**config.mk**
```make
export PLATFORM = sky130hd
export DESIGN_NAME = reg_file_sb
export DESIGN_NICKNAME = d
export VERILOG_FILES = /design/src/rtl/reg_file_sb.sv
export SDC_FILE = /design/constraint.sdc
export NUM_CORES = 1
export LEC_CHECK = 0
export CAP_MARGIN = 20
export CORE_MARGIN = 2
export CORE_UTILIZATION = 45
export DETAILED_ROUTE_END_ITERATION = 6
export PLACE_DENSITY = 0.71
export SLEW_MARGIN = 20
export SYNTH_ARGS = -nofsm -noshare
export SYNTH_HDL_FRONTEND = slang
export SYNTH_SLANG_ARGS = --single-unit
export TNS_END_PERCENT = 30
```
**constraint.sdc**
```tcl
create_clock -name clk -period 1.8 [get_ports clk]
set_input_delay 0.18 -clock clk [delete_from_list [all_inputs] [get_ports clk]]
set_output_delay 0.18 -clock clk [all_outputs]
set_load 0.01 [all_outputs]
```
**src/rtl/reg_file_sb.sv**
```systemverilog
// Register file with two combinational read ports and a per-register pending (scoreboard) bit.
// Optional macro REG_FILE_SB_BYPASS_EN selects write-first forwarding on the read ports.
module reg_file_sb #(
   parameter int DW = 8,
   parameter int AW = 2
) (
   input  logic          clk,
   input  logic          rst_n,
   input  logic          wen,
   input  logic [AW-1:0] w_addr,
   input  logic [DW-1:0] dataIn,
   input  logic [AW-1:0] r_addr1,
   input  logic [AW-1:0] r_addr2,
   output logic [DW-1:0] dataOut1,
   output logic [DW-1:0] dataOut2,
   input  logic          rsv_en,
   input  logic [AW-1:0] rsv_addr,
   output logic          busy1,
   output logic          busy2,
   output logic [AW:0]   pend_cnt,
   output logic          all_busy
);

   localparam int unsigned DEPTH = 1 << AW;
   localparam logic [AW:0] FULL  = (AW+1)'(DEPTH);
   localparam logic [AW:0] ONE   = (AW+1)'(1);

   logic [DW-1:0]    regs [DEPTH];
   logic [DEPTH-1:0] pending;
   logic [AW:0]      cnt_nxt;
   logic             inc;
   logic             dec;

   // A same-address write and reservation leaves the bit set, so it counts as neither.
   always_comb begin
      inc     = rsv_en && !pending[rsv_addr];
      dec     = wen && pending[w_addr] && !(rsv_en && (rsv_addr == w_addr));
      cnt_nxt = pend_cnt;
      if (inc && !dec)
         cnt_nxt = pend_cnt + ONE;
      else if (dec && !inc)
         cnt_nxt = pend_cnt - ONE;
   end

   always_ff @(posedge clk) begin
      if (!rst_n) begin
         for (int unsigned i = 0; i < DEPTH; i++)
            regs[i] <= '0;
         pending  <= '0;
         pend_cnt <= '0;
         all_busy <= 1'b0;
      end else begin
         if (wen) begin
            regs[w_addr]    <= dataIn;
            pending[w_addr] <= 1'b0;
         end
         // Placed after the write clear so a coinciding reservation wins.
         if (rsv_en)
            pending[rsv_addr] <= 1'b1;
         pend_cnt <= cnt_nxt;
         all_busy <= (cnt_nxt == FULL);
      end
   end

`ifdef REG_FILE_SB_BYPASS_EN
   logic fwd_busy;

   always_comb begin
      fwd_busy = rsv_en && (rsv_addr == w_addr);
      dataOut1 = regs[r_addr1];
      busy1    = pending[r_addr1];
      dataOut2 = regs[r_addr2];
      busy2    = pending[r_addr2];
      if (wen && (w_addr == r_addr1)) begin
         dataOut1 = dataIn;
         busy1    = fwd_busy;
      end
      if (wen && (w_addr == r_addr2)) begin
         dataOut2 = dataIn;
         busy2    = fwd_busy;
      end
   end
`else
   always_comb begin
      dataOut1 = regs[r_addr1];
      busy1    = pending[r_addr1];
      dataOut2 = regs[r_addr2];
      busy2    = pending[r_addr2];
   end
`endif

endmodule

```
==> impl_metrics.sql <==
INSERT INTO impl_metrics (metric_group, metric, value, unit) VALUES
('status', 'outcome', 'complete, no violations', ''),
('cts', 'clock-root-buffer', 'clkbuf_8', ''),
('power_and_ir_drop', 'clock_power_share', '31.3', '%'),
('global_routing', 'globalRouteOverflowTotal', '0', ''),
('cts', 'max-clock-path-buffers', '2', ''),
('power_and_ir_drop', 'p_switching', '614', 'µW'),
('placement', 'detailedPlace.worstSlack', '-0.399', 'ns'),
('route', 'routed_via_density', '5.57', ''),
('worst_hold_path', 'hold_class', 'input port to flop', ''),
('floorplan', 'io_pins', '42', ''),
('floorplan', 'rows', '24', ''),
('logic_synthesis', 'synth_area_leader_cell', 'edfxtp_1', ''),
('critical_path', 'ff2ff_setup_slack', '0.03', 'ns'),
('critical_path', 'cp-end-kind', 'flop', ''),
('timing', 'period_needed', '1.77', 'ns'),
('cts', 'cts_tree', 'yes', ''),
('logic_synthesis', 'post_synth_instance_area', '2090', 'µm²'),
('power_and_ir_drop', 'p_leak', '1.24', 'nW'),
('cts', 'cts_setup_buffers', '0', ''),
('timing', 'slew_viol_final', '0', ''),
('logic_synthesis', 'synth_seq_cells', '40', ''),
('cts', 'htree_levels', '2', ''),
('power_and_ir_drop', 'power_per_cell_area', '812', 'nW/µm²'),
('finish', 'layout-area-overhead-vs-synth', '42.2', '%'),
('floorplan', 'fp.dieH', '72.1', 'µm'),
('power_and_ir_drop', 'p_seq_share', '46.7', '%'),
('timing', 'fmax', '566', 'MHz'),
('logic_synthesis', 'synth.lib_cells_used.distinct', '30', ''),
('timing', 'timing.clock.skew', '0.00782', 'ns'),
('route', 'route.detailed.wl_per_inst', '18.7', 'µm'),
('logic_synthesis', 'yosysSeqAreaShare', '53.7', '%'),
('global_routing', 'grt_antenna_before_repair', '0', ''),
('route', 'dr.first_iter.drc_count', '174', ''),
('critical_path', 'timing.critical_path.arrival', '1.97', 'ns'),
('global_routing', 'grt_start_max_net_pins', '15', ''),
('timing', 'rsz0062_at_grt', 'true', ''),
('finish', 'n_antenna_cell', '0', ''),
('timing', 'worst_slew_pin_tran', '0.292', 'ns'),
('finish', 'num-nets-final', '250', ''),
('critical_path', 'cp_data_required_time', '2.01', 'ns'),
('floorplan', 'floorplan.die_area', '5200', 'µm²'),
('power_and_ir_drop', 'power_switching_share', '25.5', '%'),
('power_and_ir_drop', 'cell_internal_pwr', '1.80', 'mW'),
('route', 'detail_route.drc_violations', '0', ''),
('route', 'finalWirelength', '5.25', 'mm'),
('timing', 'fin_worst_hold_slack', '0.343', 'ns'),
('placement', 'placed_wire_length_estimate', '3.73', 'mm'),
('power_and_ir_drop', 'p_total', '2.41', 'mW'),
('power_and_ir_drop', 'ir_worst_vdd', '0.444', 'mV'),
('cts', 'tritoncts_num_sinks', '40', ''),
('logic_synthesis', 'synth.yosys.warnings', '0', ''),
('placement', 'place.port_buffers', '41', ''),
('floorplan', 'overall_die_width', '72.1', 'µm'),
('route', 'vias', '1566', ''),
('logic_synthesis', 'yosysTopAreaCellShare', '46.0', '%'),
('run', 'drv.max_cap_violation_count', '0', ''),
('timing', 'max_slew_headroom_at_the_worst_pin', '80.3', '%'),
('critical_path', 'crit_type', 'flop to flop', ''),
('critical_path', 'critical_path.max_fanout', '5', ''),
('timing', 'layout_setup_ws', '0.0346', 'ns'),
('timing', 'final_report_setup_violation_count', '0', ''),
('cts', 'cts_made_buffers', '5', ''),
('logic_synthesis', 'yosys-top-cells-area', 'edfxtp_1 (46%), mux4_2 (21%), dfxtp_1 (7.7%)', ''),
('floorplan', 'core-area', '4410', 'µm²'),
('route', 'drt_first_pass_iters', '4', ''),
('cts', 'clock_latency', '0.30', 'ns'),
('finish', 'drive_gt1_share', '30.1', '%'),
('logic_synthesis', 'netlist_instances', '159', ''),
('logic_synthesis', 'avgSynthCellArea', '13.1', 'µm²'),
('placement', 'gp_congestion', '0.794', ''),
('global_routing', 'grt_first_pass_wirelength', '8.40', 'mm'),
('global_routing', 'global_route.usage.total', '22.3', '%'),
('logic_synthesis', 'synthesis.nets', '181', ''),
('cts', 'worst_setup_hold_path_clk_slew', '0.09', 'ns'),
('timing', 'final-hold-violation-count', '0', ''),
('cts', 'ctsHoldBuffers', '0', ''),
('route', 'ant_nets', '0', ''),
('floorplan', 'initial_utilization', '47.3', '%'),
('timing', 'final_worst_path_period_share', '98.1', '%'),
('critical_path', 'worst_setup_path_start_kind', 'flop', ''),
('global_routing', 'first_global_vias', '1656', ''),
('power_and_ir_drop', 'share_comb_of_total_power', '22.0', '%');
==> Yosys cell counts <==
cell type	count
a211oi_1	1
a311oi_1	1
a311oi_2	2
and2_1	1
and2_2	1
and3_1	1
buf_1	2
buf_4	1
clkbuf_1	5
dfxtp_1	8
edfxtp_1	32
ha_1	2
inv_1	17
mux2_4	1
mux2i_1	2
mux4_2	19
nand2_1	13
nand2b_1	2
nand3_1	3
nor2_1	27
nor2b_4	1
nor3_1	3
o21ai_0	5
o21ai_2	1
o22ai_1	1
o311a_1	1
o32ai_1	2
or2_2	1
xnor2_1	2
xnor2_2	1
==> layout by cell type, fill, tap and decap left out, drive strengths merged <==
cell type / synthesis / layout
nand2b: 2 / 2
nor2: 27 / 27
buf: 3 / 27
edfxtp: 32 / 32
bufbuf: 0 / 2
and2: 2 / 2
and3: 1 / 1
a311oi: 3 / 3
clkbuf: 5 / 5
bufinv: 0 / 1
or2: 1 / 1
o32ai: 2 / 2
dlymetal6s2s: 0 / 1
xnor2: 3 / 3
mux4: 19 / 19
inv: 17 / 18
dlygate4sd2: 0 / 22
o21ai: 6 / 6
dfxtp: 8 / 8
ha: 2 / 2
o311a: 1 / 1
o22ai: 1 / 1
nor2b: 1 / 1
mux2i: 2 / 2
nand3: 3 / 3
nor3: 3 / 3
a211oi: 1 / 1
clkinvlp: 0 / 1
nand2: 13 / 13
clkdlybuf4s50: 0 / 18
mux2: 1 / 1
==> metrics by stage <==
step / cells / cell area, µm² / TNS [ns] / util, %
after floorplan: 159 / 2090 / 0 / -
after global placement: 271 / 2790 / -5.18 / 63.3
after detailed placement: 271 / 2790 / -6.50 / 63.3
after CTS: 281 / 2950 / 0 / 66.9
after global routing: 281 / 2970 / -0.0278 / 67.2
final: 281 / 2970 / 0 / 67.2
==> critical path, cell delays in order, from the launching register on <==
cell and delay, ns:
dfxtp_2 0.35, mux4_2 0.49, nor2b_4 0.15, nand2_1 0.06
mux2_4 0.28, xnor2_2 0.14, and2_2 0.19
==> power by group through the flow <==
stage,combinational [mW],sequential (mW),clock (mW)
after detailed placement,0.545,1.15,0
after global routing,0.567,1.14,0.803
after CTS,0.529,1.12,0.758
after global placement,0.529,1.13,0
final,0.530,1.13,0.754
after floorplan,0.256,1.13,0
==> logic make-up (layout without fill, tap and decap cells) <==
family / after synthesis / count (layout) / share of synthesized area (%)
AND/OR/NAND/NOR: 53 / 53 / 11.2
flip-flops: 40 / 40 / 53.7
buffers and inverters: 25 / 95 / 4.68
multiplexers: 22 / 22 / 22.2
AO/OA/AOI/OAI: 14 / 14 / 5.46
XOR/XNOR: 3 / 3 / 1.62
adder cells (fa/ha/maj): 2 / 2 / 1.20
==> final cells by class <==
class | count | area [µm²]
Sequential cell | 40 | 1120
Clock buffer | 5 | 68.8
Tap cell | 52 | 65.1
Multi-Input combinational cell | 94 | 883
Timing Repair Buffer | 70 | 716
Fill cell | 331 | 1450
Inverter | 17 | 63.8
Clock inverter | 3 | 46.3
==> final timing paths <==
check | endpoint | cells after the start | start
max | pend_cnt[2] | 6 | pending[2]
min | pending[1] | 3 | rsv_addr[1]
max reg2reg | pend_cnt[2] | 6 | pending[2]
min reg2reg | pending[1] | 2 | pending[1]
==> routing by layer <==
metal	GRT usage (%)	share of wire [%]	vias to the layer above
met5	0	0	-
li1	-	-	721
met2	40.4	52	76
met1	26.2	39	759
met3	5.28	7.9	10
met4	6.50	1.8	0
==> registers in the layout (all words and copies together) (netlist names) <==
register and flops:
all_busy 1, pend_cnt 3, pending 4, regs 32
==> timing repair <==
action / in CTS / in global routing
pin swaps: 1 / 3
resized for setup: 23 / 5
cloned: 2 / 0
endpoints found under the setup margin: 20 / 2
Note: power is estimated with default switching activity, not from simulation.
